==> src/rtl/exu_operand_stage.sv <==
// Decode-to-ALU pipeline register: selects ALU operands at accept time and holds them in a
// 2-entry skid buffer so in_ready comes straight from a flop.
module exu_operand_stage #(
    parameter int unsigned XLEN   = 32,
    parameter int unsigned CTRL_W = 2
) (
    input  logic              clk,
    input  logic              rst_n,
    input  logic              flush,
    input  logic              in_valid,
    output logic              in_ready,
    input  logic [XLEN-1:0]   in_pc,
    input  logic [XLEN-1:0]   in_rs1_data,
    input  logic [XLEN-1:0]   in_rs2_data,
    input  logic [XLEN-1:0]   in_imm,
    input  logic              in_src1_sel,
    input  logic [1:0]        in_src2_sel,
    input  logic [CTRL_W-1:0] in_alu_ctrl,
    input  logic [4:0]        in_rd,
    input  logic              in_wen,
    output logic              out_valid,
    input  logic              out_ready,
    output logic [XLEN-1:0]   opnum1,
    output logic [XLEN-1:0]   opnum2,
    output logic [CTRL_W-1:0] alu_ctrl,
    output logic [XLEN-1:0]   out_pc,
    output logic [XLEN-1:0]   out_store_data,
    output logic [4:0]        out_rd,
    output logic              out_wen,
    output logic [31:0]       issue_count
);

    typedef enum logic [1:0] {StEmpty, StHold, StFull} state_e;

    state_e state_q, state_d;
    logic   in_ready_q;
    logic   accept, issue;
    logic   load_m_in, load_m_skid, load_s;

    logic [XLEN-1:0] sel_op1, sel_op2;

    logic [XLEN-1:0]   m_op1_q, m_op2_q, m_pc_q, m_sd_q;
    logic [CTRL_W-1:0] m_ctrl_q;
    logic [4:0]        m_rd_q;
    logic              m_wen_q;
    logic [XLEN-1:0]   s_op1_q, s_op2_q, s_pc_q, s_sd_q;
    logic [CTRL_W-1:0] s_ctrl_q;
    logic [4:0]        s_rd_q;
    logic              s_wen_q;
    logic [31:0]       issue_count_q;

    assign out_valid = (state_q != StEmpty);
    assign in_ready  = in_ready_q;
    assign accept    = in_valid & in_ready_q;
    assign issue     = out_valid & out_ready;

    always_comb begin
        sel_op1 = in_src1_sel ? in_pc : in_rs1_data;
        unique case (in_src2_sel)
            2'b00:   sel_op2 = in_rs2_data;
            2'b01:   sel_op2 = in_imm;
            2'b10:   sel_op2 = XLEN'(4);
            default: sel_op2 = '0;
        endcase
    end

    always_comb begin
        state_d     = state_q;
        load_m_in   = 1'b0;
        load_m_skid = 1'b0;
        load_s      = 1'b0;
        unique case (state_q)
            StEmpty: begin
                if (accept) begin
                    state_d   = StHold;
                    load_m_in = 1'b1;
                end
            end
            StHold: begin
                if (accept && issue) begin
                    load_m_in = 1'b1;
                end else if (accept) begin
                    state_d = StFull;
                    load_s  = 1'b1;
                end else if (issue) begin
                    state_d = StEmpty;
                end
            end
            StFull: begin
                if (issue) begin
                    state_d     = StHold;
                    load_m_skid = 1'b1;
                end
            end
            default: state_d = StEmpty;
        endcase
        // Redirect kills everything, including a same-cycle accept
        if (flush) begin
            state_d     = StEmpty;
            load_m_in   = 1'b0;
            load_m_skid = 1'b0;
            load_s      = 1'b0;
        end
    end

    always_ff @(posedge clk or negedge rst_n) begin
        if (!rst_n) begin
            state_q       <= StEmpty;
            in_ready_q    <= 1'b1;
            issue_count_q <= '0;
        end else begin
            state_q    <= state_d;
            in_ready_q <= (state_d != StFull);
            if (issue) begin
                issue_count_q <= issue_count_q + 32'd1;
            end
        end
    end

    always_ff @(posedge clk or negedge rst_n) begin
        if (!rst_n) begin
            m_op1_q  <= '0;
            m_op2_q  <= '0;
            m_pc_q   <= '0;
            m_sd_q   <= '0;
            m_ctrl_q <= '0;
            m_rd_q   <= '0;
            m_wen_q  <= 1'b0;
            s_op1_q  <= '0;
            s_op2_q  <= '0;
            s_pc_q   <= '0;
            s_sd_q   <= '0;
            s_ctrl_q <= '0;
            s_rd_q   <= '0;
            s_wen_q  <= 1'b0;
        end else begin
            if (load_m_in) begin
                m_op1_q  <= sel_op1;
                m_op2_q  <= sel_op2;
                m_pc_q   <= in_pc;
                m_sd_q   <= in_rs2_data;
                m_ctrl_q <= in_alu_ctrl;
                m_rd_q   <= in_rd;
                m_wen_q  <= in_wen;
            end else if (load_m_skid) begin
                m_op1_q  <= s_op1_q;
                m_op2_q  <= s_op2_q;
                m_pc_q   <= s_pc_q;
                m_sd_q   <= s_sd_q;
                m_ctrl_q <= s_ctrl_q;
                m_rd_q   <= s_rd_q;
                m_wen_q  <= s_wen_q;
            end
            if (load_s) begin
                s_op1_q  <= sel_op1;
                s_op2_q  <= sel_op2;
                s_pc_q   <= in_pc;
                s_sd_q   <= in_rs2_data;
                s_ctrl_q <= in_alu_ctrl;
                s_rd_q   <= in_rd;
                s_wen_q  <= in_wen;
            end
        end
    end

    assign opnum1         = m_op1_q;
    assign opnum2         = m_op2_q;
    assign alu_ctrl       = m_ctrl_q;
    assign out_pc         = m_pc_q;
    assign out_store_data = m_sd_q;
    assign out_rd         = m_rd_q;
    assign out_wen        = m_wen_q & out_valid;
    assign issue_count    = issue_count_q;

endmodule

==> config.mk <==
export PLATFORM = sky130hd
export DESIGN_NAME = exu_operand_stage
export DESIGN_NICKNAME = d
export VERILOG_FILES = /design/src/rtl/exu_operand_stage.sv
export SDC_FILE = /design/constraint.sdc
export NUM_CORES = 1
export LEC_CHECK = 0
export CELL_PAD_IN_SITES_DETAIL_PLACEMENT = 0
export CELL_PAD_IN_SITES_GLOBAL_PLACEMENT = 1
export CORE_MARGIN = 5
export CORE_UTILIZATION = 39
export CTS_CLUSTER_SIZE = 20
export DETAILED_ROUTE_END_ITERATION = 10
export GPL_ROUTABILITY_DRIVEN = 1
export PLACE_DENSITY_LB_ADDON = 0.2
export SLEW_MARGIN = 30
export SYNTH_ARGS = -nofsm -noshare
export SYNTH_HDL_FRONTEND = slang
export SYNTH_SLANG_ARGS = --single-unit
==> constraint.sdc <==
create_clock -name clk -period 2.2 [get_ports clk]
set_input_delay 0.44 -clock clk [delete_from_list [all_inputs] [get_ports clk]]
set_output_delay 0.44 -clock clk [all_outputs]
set_load 0.05 [all_outputs]
* After elaboration in Yosys (flattened, before gate mapping)
Index checks and enable logic that the tools add are counted.
Word-level totals: register bits after elaboration 307, latch bits 0, memory bits (writable) 0, bits in read-only memories 0, bits of input ports 144, output and inout bits 170, word-level logic and storage cells 64, memories 0
Cells by class: add/sub/neg operators 1, multipliers 0, div/mod/pow operators 0, magnitude comparators 0, equal/unequal tests 5, shifts and indexed selects 0, muxes and demuxes 33, bitwise gates (word level) 3, reduce and logical (&&, ||, !) cells 5
Operator list (number):
- $mux 32 | 9
- $pmux 32 s3 | 1
- $add 32x1->32 const B | 1
- $mux 2 | 8
- $mux 1 | 11
- $mux 5 | 2
- $pmux 2 s3 | 1
- $eq 2x1->1 const B | 2
- $eq 2x2->1 const B | 2
- $logic_not 2->1 | 2
- $reduce_bool 2->1 | 2
- $and 1x1->1 | 3
- $ne 2x2->1 const B | 1
- $pmux 1 s2 | 1
- $logic_and 1x1->1 | 1

* Logic depth before layout (Yosys ltp)
Gate-level depths: netlist (run 1).
depth in word-level cells 8, depth in mapped cells 7, gate-level depth less buffers 5

* Worst setup path before layout (run 1)
No wires, ideal clock.
path type register to register, start reg in_ready_q (netlist: in_ready), end reg s_op1_q[15], library setup time 0.125 ns, arrival 2.027 ns, data required time 2.075 ns, setup slack 0.048 ns, cell stages (with the launch flop) 7, path buffers 3, clock period less this slack 2.152 ns, cells stage by stage dfstp_2 -> nand2_1 -> or4b_1 -> clkbuf_1 -> buf_6 -> buf_2 -> mux2_2
Between the ends: word-level cells in the longest chain between the ends 5, elaborated cells on any way between the ends 6, classes of those cells 4 x mux; 1 x bitwise; 1 x reduce/logical
Ends and longest elaborated chain:
- start, declared | line 36 | logic in_ready_q;
- start signal, assigned | line 113 | in_ready_q <= (state_d != StFull);
- $and 1x1->1 * | line 54 | assign accept = in_valid & in_ready_q;
- $mux 1 / $logic_and 1x1->1 (equally long branches) | line 82, 80
- $mux 1 * | line 80 | if (accept && issue) begin
- $mux 1 * | line 72 | unique case (state_q)
- $mux 1 * | line 98 | if (flush) begin
- end signal, assigned | line 155 | s_op1_q <= sel_op1;
- end, declared | line 46 | logic [XLEN-1:0] s_op1_q, s_op2_q, s_pc_q, s_sd_q;
Mark *: on every way between the ends. The rest lies on a longest branch, timed or not. A chain may end at the register's enable or synchronous reset.

* Worst setup path in the final report (run 1)
start reg m_pc_q[9] (netlist: out_pc[9]), end out out_pc[9]
RTL lines:
- start, declared | line 42 | logic [XLEN-1:0] m_op1_q, m_op2_q, m_pc_q, m_sd_q;
- start signal, assigned | line 140 | m_pc_q <= in_pc;
- start signal, assigned | line 148 | m_pc_q <= s_pc_q;
- end, declared | line 26 | output logic [XLEN-1:0] out_pc,
No word-level cell between the ends.

==> Implementation_results.wiki, run 1 <==
{| class="wikitable"
! Metric !! Value
|-
| Status || completed
|-
| Number of buffers and inverters on the critical path || 1
|-
| Via density per instance || 5.05
|-
| Final hold vios || 0
|-
| Cell type of the slowest stage on the worst timing path || sky130_fd_sc_hd__clkdlybuf4s50_1
|-
| Half-perimeter wire length after placement || 26.2 mm
|-
| Primary FF master, synth || sky130_fd_sc_hd__dfrtp_1
|-
| Vias || 10300
|-
| Switching power as a share of total power || 0.333
|-
| RD Place Congestion || 0.799
|-
| Cell-by-cell trace of the critical path || clkdlybuf4s50_1
|-
| Number of violations of the max-capacitance limit || 0
|-
| Internal power || 12.6 mW
|-
| Register area share after synthesis || 0.576
|-
| Distinct cell type count of the synthesized netlist || 37
|-
| Overall die area || 38000 um^2
|-
| Clock Tree Root || sky130_fd_sc_hd__clkbuf_16
|-
| Remaining antenna violation count || 0
|-
| Global-route wire length before repair || 60.7 mm
|-
| Number of standard cells after synthesis || 1228
|-
| Average size of a mapped cell || 10.9 um^2
|-
| Aggregate global-route resource usage || 0.195
|-
| DR iter-0 viols || 463
|-
| Initial core utilization || 0.397
|-
| Total design power || 18.9 mW
|-
| Clock period minus final worst setup slack || 2.17 ns
|-
| Seq. cell area || 7680 um^2
|-
| Total Routed Length || 37.9 mm
|-
| Die Width || 195 um
|-
| Max_slew headroom || 0.584
|-
| Cell family with the largest share of critical-path delay || buffers and inverters
|-
| Most instantiated library cell after synthesis || sky130_fd_sc_hd__dfrtp_1
|-
| Leakage power figure || 8.54 nW
|-
| Largest fanout on the critical path || 2
|-
| Share of flip-flops with an asynchronous set or reset after synthesis || 1.00
|-
| Final Util || 0.553
|-
| Port Buf Inserts || 313
|-
| Number of optimization iterations in the first detailed-route pass || 5
|-
| Top cell types by occurrence after synthesis || sky130_fd_sc_hd__dfrtp_1, sky130_fd_sc_hd__nor2_1, sky130_fd_sc_hd__nand2_1, sky130_fd_sc_hd__mux2_2, sky130_fd_sc_hd__a31oi_1
|-
| Rows || 67
|-
| Vias in the first global route || 10600
|-
| Sink count of the clock tree || 307
|-
| Fraction of layout instances using a drive strength above 1 || 0.180
|-
| Dominant cell type by area after synthesis || sky130_fd_sc_hd__dfrtp_1
|-
| Sequential group share of total power || 0.405
|-
| Total area of multi-input combinational cells || 5290 um^2
|-
| Endpoint kind of the worst setup timing path || output pin
|-
| Combinational cell fraction of total power || 0.282
|-
| Skew final || 0.00840 ns
|-
| Clk pin slew, worst setup/hold paths || 0.06 ns
|-
| Final net count || 1697
|-
| Worst-case reg-to-reg path depth || 4
|-
| Core area || 33600 um^2
|-
| Data arrival at the endpoint of the critical path || 1.73 ns
|-
| Die Ht || 195 um
|-
| Maximum achievable frequency || 461 MHz
|-
| Post-route DRC || 0
|-
| Fill cell instance count of the final layout || 2963
|-
| Number of H-tree levels || 2
|-
| Hold Crit Class || in -> async
|-
| Placed inst area || 17400 um^2
|-
| Number of buffers created by CTS || 37
|-
| Share of the cycle needed by the critical path after routing || 0.987
|-
| Post-route standard cell area excluding fillers || 18600 um^2
|-
| Cell types with the largest area share after synthesis || sky130_fd_sc_hd__dfrtp_1, sky130_fd_sc_hd__mux2_2, sky130_fd_sc_hd__nor2_1, sky130_fd_sc_hd__nand2_1, sky130_fd_sc_hd__a31oi_1
|-
| Yosys warning total || 0
|-
| Clock latency on the worst-skew pair || 0.51 ns
|-
| Number of top-level design ports || 314
|-
| Number of enable flip-flop cells after synthesis || 0
|-
| Synth-to-layout area growth || 39.5%
|-
| Power Dens Cells || 1020 nW/um^2
|-
| Required time of the critical path || 1.76 ns
|-
| Launching point of the worst reg2reg path || in_ready$_DFF_PN1_
|-
| Max Transition Viols Final || 0
|-
| Largest net degree at the start of global routing || 67
|-
| TritonCTS clock tree || built
|-
| Max clock buf depth || 3
|-
| Destination of the worst register-to-register timing path || s_op1_q[17]$_DFFE_PN0P_
|-
| Minimum setup slack among reg-to-reg paths || 0.24 ns
|-
| Mapped cell area || 13300 um^2
|-
| Syn_nets || 1373
|-
| Overflow left after global routing || 0
|-
| Flops & latches, synth || 307
|-
| Delay of the slowest cell on the worst path || 0.83 ns
|-
| Net switching component of the power || 6.31 mW
|-
| Measured slew at the worst slew-check pin || 0.622 ns
|-
| Antenna violations before repair || 3
|-
| Clock network fraction of total power || 0.313
|-
| Post-synth top area share || 0.574
|-
| Final setup viols || 0
|-
| Start-to-end type of the worst setup path || reg -> out
|-
| Setup repair after global routing missed its margin || no
|-
| Critical path startpoint category || flop
|-
| Average wire per standard cell || 18.7 um
|-
| Highest ir drop seen on vdd || 0.000626 V
|}
routing by layer:
metal / routed length, um / GRT usage / part of all wire
met5: 20 / 0 / 0.00053
met1: 17300 / 0.276 / 0.46
met2: 17800 / 0.309 / 0.47
met3: 2020 / 0.0410 / 0.053
met4: 726 / 0.0465 / 0.019
registers in the layout, indices dropped and copies added (netlist names):
signal and count:
m_wen_q 1, s_sd_q 32, s_rd_q 5, opnum2 32, out_rd 5, state_q 2, s_op1_q 32, s_wen_q 1
in_ready 1, out_pc 32, out_store_data 32, alu_ctrl 2, s_ctrl_q 2, issue_count 32, s_op2_q 32, opnum1 32
s_pc_q 32
worst max path at each step:
stage | from | endpoint | slack (ns) | cells after the start
CTS | out_pc[30]$_DFFE_PN0P_ | out_pc[30] | 0.0004 | 1
floorplan | in_ready$_DFF_PN1_ | s_op1_q[15]$_DFFE_PN0P_ | 0.05 | 6
global route | out_pc[12]$_DFFE_PN0P_ | out_pc[12] | 0.0001 | 1
detailed placement | out_ready | s_pc_q[28]$_DFFE_PN0P_ | -0.21 | 5
global placement | out_ready | s_op1_q[18]$_DFFE_PN0P_ | -0.18 | 5
finish | out_pc[9]$_DFFE_PN0P_ | out_pc[9] | 0.03 | 1
power groups by stage:
stage	combinational (mW)	sequential, mW	clock, mW
2_1_floorplan	1.51	9.50	0
3_3_place_gp	5.37	7.72	0
3_5_place_dp	5.45	7.76	0
4_1_cts	5.42	7.68	6.09
5_1_grt	5.70	7.83	6.32
6_report	5.35	7.68	5.93
cell usage in the layout, fill, tap and decap left out, types with 25 or more instances in the layout:
cell type / synthesis / layout
sky130_fd_sc_hd__nor2_1: 211 / 211
sky130_fd_sc_hd__buf_12: 0 / 25
sky130_fd_sc_hd__dfrtp_1: 306 / 305
sky130_fd_sc_hd__o22ai_1: 51 / 51
sky130_fd_sc_hd__clkbuf_16: 0 / 39
sky130_fd_sc_hd__nand2_1: 182 / 182
sky130_fd_sc_hd__buf_4: 0 / 34
sky130_fd_sc_hd__mux2i_1: 44 / 44
sky130_fd_sc_hd__a31oi_1: 73 / 73
sky130_fd_sc_hd__mux2_2: 157 / 157
sky130_fd_sc_hd__dlygate4sd2_1: 0 / 32
sky130_fd_sc_hd__clkdlybuf4s50_1: 0 / 258
through the flow:
stage	setup WS (ns)	std cells	hold WS [ns]	TNS [ns]
final	0.0292	2029	0.441	0
after global routing	0.000111	2029	0.462	0
after CTS	0.000422	2028	0.430	0
after detailed placement	-0.212	1959	0.376	-40.59
after global placement	-0.178	1959	0.378	-33.00
after floorplan	0.0481	1228	0.144	0
cell type report:
type | instances | share of cell area
clock buffers | 58 | 0.0601
clock inverters | 9 | 0.00410
diodes | 1 | 0.000135
well taps | 448 | 0.0301
multi-input cells | 833 | 0.284
repair buffers | 370 | 0.208
inverters | 3 | 0.000605
flip-flops and latches | 307 | 0.413
kinds of logic after synthesis:
family          count (synthesis)  synth area share
xor+xnor                       31            0.0204
buf+inv                        88            0.0306
mux                           201             0.166
simple gates                  445             0.135
flops                         307             0.576
fa+ha+maj                       1          0.000938
compound gates                155            0.0715
timing repair:
| item | 4_1_cts | 5_1_grt |
|---|---|---|
| hold endpoints to repair | 33 | 0 |
| resized for setup | 34 | 17 |
| hold buffers | 1 | 0 |
| endpoints found under the setup margin | 33 | 17 |
| buffers inserted | 1 | 0 |
(Power assumes the default switching activity.)
==> run 2, diff against run 1 <==
--- a/config.mk
+++ b/config.mk
@@ -9,7 +9,7 @@
 export CELL_PAD_IN_SITES_GLOBAL_PLACEMENT = 1
 export CORE_MARGIN = 5
 export CORE_UTILIZATION = 39
-export CTS_CLUSTER_SIZE = 20
+export CTS_CLUSTER_DIAMETER = 150
 export DETAILED_ROUTE_END_ITERATION = 10
 export GPL_ROUTABILITY_DRIVEN = 1
 export PLACE_DENSITY_LB_ADDON = 0.2
==> run 2 against run 1 <==
Non-clock buffer count unchanged. Cell count about the same. Register-to-register slack about the same. Sequential power about the same. Utilization up 0.23 points. Clock skew up 0.00097 ns. Clock-buffer cell count unchanged. Critical endpoint is now out_pc[30]. Largest cell class unchanged.
==> Implementation_results.wiki, run 2 (same netlist as run 1, synthesis figures left out) <==
{| class="wikitable"
! Metric !! Value
|-
| Clock network fraction of total power || 0.322
|-
| Core area || 33600 um^2
|-
| Status || completed
|-
| Number of H-tree levels || 2
|-
| Worst slack at placement || -0.212 ns
|-
| Max clock buf depth || 3
|-
| Final hold vios || 0
|-
| Highest ir drop seen on vdd || 0.000673 V
|-
| Power Dens Cells || 1030 nW/um^2
|-
| Endpoint kind of the worst setup timing path || output pin
|-
| Sequential group share of total power || 0.399
|-
| Data arrival at the endpoint of the critical path || 1.72 ns
|-
| Half-perimeter wire length after placement || 26.2 mm
|-
| Most frequent cells in the layout || sky130_fd_sc_hd__dfrtp_1, sky130_fd_sc_hd__clkdlybuf4s50_1, sky130_fd_sc_hd__nor2_1, sky130_fd_sc_hd__nand2_1, sky130_fd_sc_hd__mux2_2
|-
| Setup repair after global routing missed its margin || no
|-
| Final net count || 1697
|-
| Clock latency on the worst-skew pair || 0.50 ns
|-
| Switching power as a share of total power || 0.329
|-
| Overflow left after global routing || 0
|-
| Fraction of layout instances using a drive strength above 1 || 0.180
|-
| Via density per instance || 5.06
|-
| Post-layout instance count excluding filler cells || 2030
|-
| Die Width || 195 um
|-
| Cell-by-cell trace of the critical path || clkdlybuf4s50_1
|-
| Average wire per standard cell || 18.6 um
|-
| Clock period minus final worst setup slack || 2.16 ns
|-
| Synth-to-layout area growth || 40.0%
|-
| Initial core utilization || 0.397
|-
| Clock Tree Root || sky130_fd_sc_hd__clkbuf_16
|-
| Post-route DRC || 0
|-
| Final setup viols || 0
|-
| Antenna violations before repair || 3
|-
| Cell family with the largest share of critical-path delay || buffers and inverters
|-
| Overall die area || 38000 um^2
|-
| Largest fanout on the critical path || 2
|-
| Largest net degree at the start of global routing || 67
|-
| Share of the cycle needed by the critical path after routing || 0.980
|-
| Placed insts || 1959
|-
| Vias || 10300
|-
| Remaining antenna violation count || 0
|-
| Global-route wire length before repair || 60.7 mm
|-
| Net switching component of the power || 6.32 mW
|-
| Die Ht || 195 um
|-
| Sink count of the clock tree || 307
|-
| Number of optimization iterations in the first detailed-route pass || 5
|-
| Cell type of the slowest stage on the worst timing path || sky130_fd_sc_hd__clkdlybuf4s50_1
|-
| Delay of the slowest cell on the worst path || 0.87 ns
|-
| Number of buffers and inverters on the critical path || 1
|-
| Most common cell after layout, fill and taps aside || sky130_fd_sc_hd__dfrtp_1
|-
| Max Transition Viols Final || 0
|-
| RD Place Congestion || 0.799
|-
| Hold Crit Class || in -> async
|-
| Total Routed Length || 37.7 mm
|-
| Rows || 67
|-
| Number of top-level design ports || 314
|-
| TritonCTS clock tree || built
|-
| Seq. cell area || 7680 um^2
|-
| Total area of multi-input combinational cells || 5290 um^2
|-
| Critical path startpoint category || flop
|-
| Measured slew at the worst slew-check pin || 0.614 ns
|-
| Number of violations of the max-capacitance limit || 0
|-
| Aggregate global-route resource usage || 0.194
|-
| Max_slew headroom || 0.590
|-
| Number of buffers created by CTS || 37
|-
| Worst setup slack after layout || 0.0443 ns
|-
| Internal power || 12.9 mW
|-
| Vias in the first global route || 10600
|-
| Fill cell instance count of the final layout || 2946
|-
| DR iter-0 viols || 513
|-
| Skew final || 0.00936 ns
|-
| Maximum achievable frequency || 464 MHz
|-
| Port Buf Inserts || 313
|-
| Start-to-end type of the worst setup path || reg -> out
|-
| Leakage power figure || 8.60 nW
|-
| Required time of the critical path || 1.76 ns
|-
| Combinational cell fraction of total power || 0.279
|-
| Clk pin slew, worst setup/hold paths || 0.05 ns
|}
## run 2: changes by cell type in the layout (fill, tap and decap cells not counted), sizes merged
cell,previous run,this run
bufinv,1,3
dlymetal6s2s,16,20
clkinvlp,1,0
clkdlybuf4s50,258,260
inv,4,5
dlygate4sd2,32,26
clkinv,6,5
## run 2: through the flow
stage          hold WS [ns]  instance area, um^2  utilization  power (mW)  TNS [ns]
2_1_floorplan         0.144                13300            -        11.0         0
3_3_place_gp          0.378                17400        0.517        13.1    -33.00
3_5_place_dp          0.376                17400        0.517        13.2    -40.59
4_1_cts               0.437                18600        0.554        19.5         0
5_1_grt               0.465                18700        0.556        20.2         0
6_report              0.444                18700        0.556        19.2         0
## run 2: area by class of cell
class | instances | share of cell area
Inverter | 3 | 0.000603
Clock inverter | 10 | 0.00723
Tap cell | 448 | 0.0300
Sequential cell | 307 | 0.411
Clock buffer | 58 | 0.0598
Antenna cell | 1 | 0.000134
Multi-Input combinational cell | 833 | 0.283
Timing Repair Buffer | 370 | 0.208
## run 2: what timing repair did
item,CTS,global route
gates resized for setup,27,22
hold endpoints to repair,33,0
hold buffers,1,0
buffers inserted,1,0
setup endpoints to repair,27,21
## run 2: final timing paths
kind	from	to	slack (ns)	cells after the start
worst max-delay path	out_pc[30]$_DFFE_PN0P_	out_pc[30]	0.04	1
worst min-delay path	rst_n	issue_count[26]$_DFFE_PN0P_	0.44	2
worst max register to register	in_ready$_DFF_PN1_	s_pc_q[11]$_DFFE_PN0P_	0.24	4
worst min register to register	s_op1_q[22]$_DFFE_PN0P_	s_op1_q[22]$_DFFE_PN0P_	0.47	2
max in group asynchronous	rst_n	opnum2[26]$_DFFE_PN0P_	1.04	4
min in group clk	s_op1_q[22]$_DFFE_PN0P_	s_op1_q[22]$_DFFE_PN0P_	0.47	2
## run 2: power by group through the flow
stage	clock network (mW)	registers (mW)	logic [mW]
after floorplan	0	9.50	1.51
after CTS	6.36	7.68	5.43
after global placement	0	7.72	5.37
after global routing	6.61	7.83	5.72
after detailed placement	0	7.76	5.45
final	6.18	7.67	5.36
## run 2: metal layers
metal / GRT usage / share of wire
met1: 0.278 / 0.46
met2: 0.307 / 0.47
met3: 0.0435 / 0.053
met4: 0.0409 / 0.017
met5: 0 / 0.00064
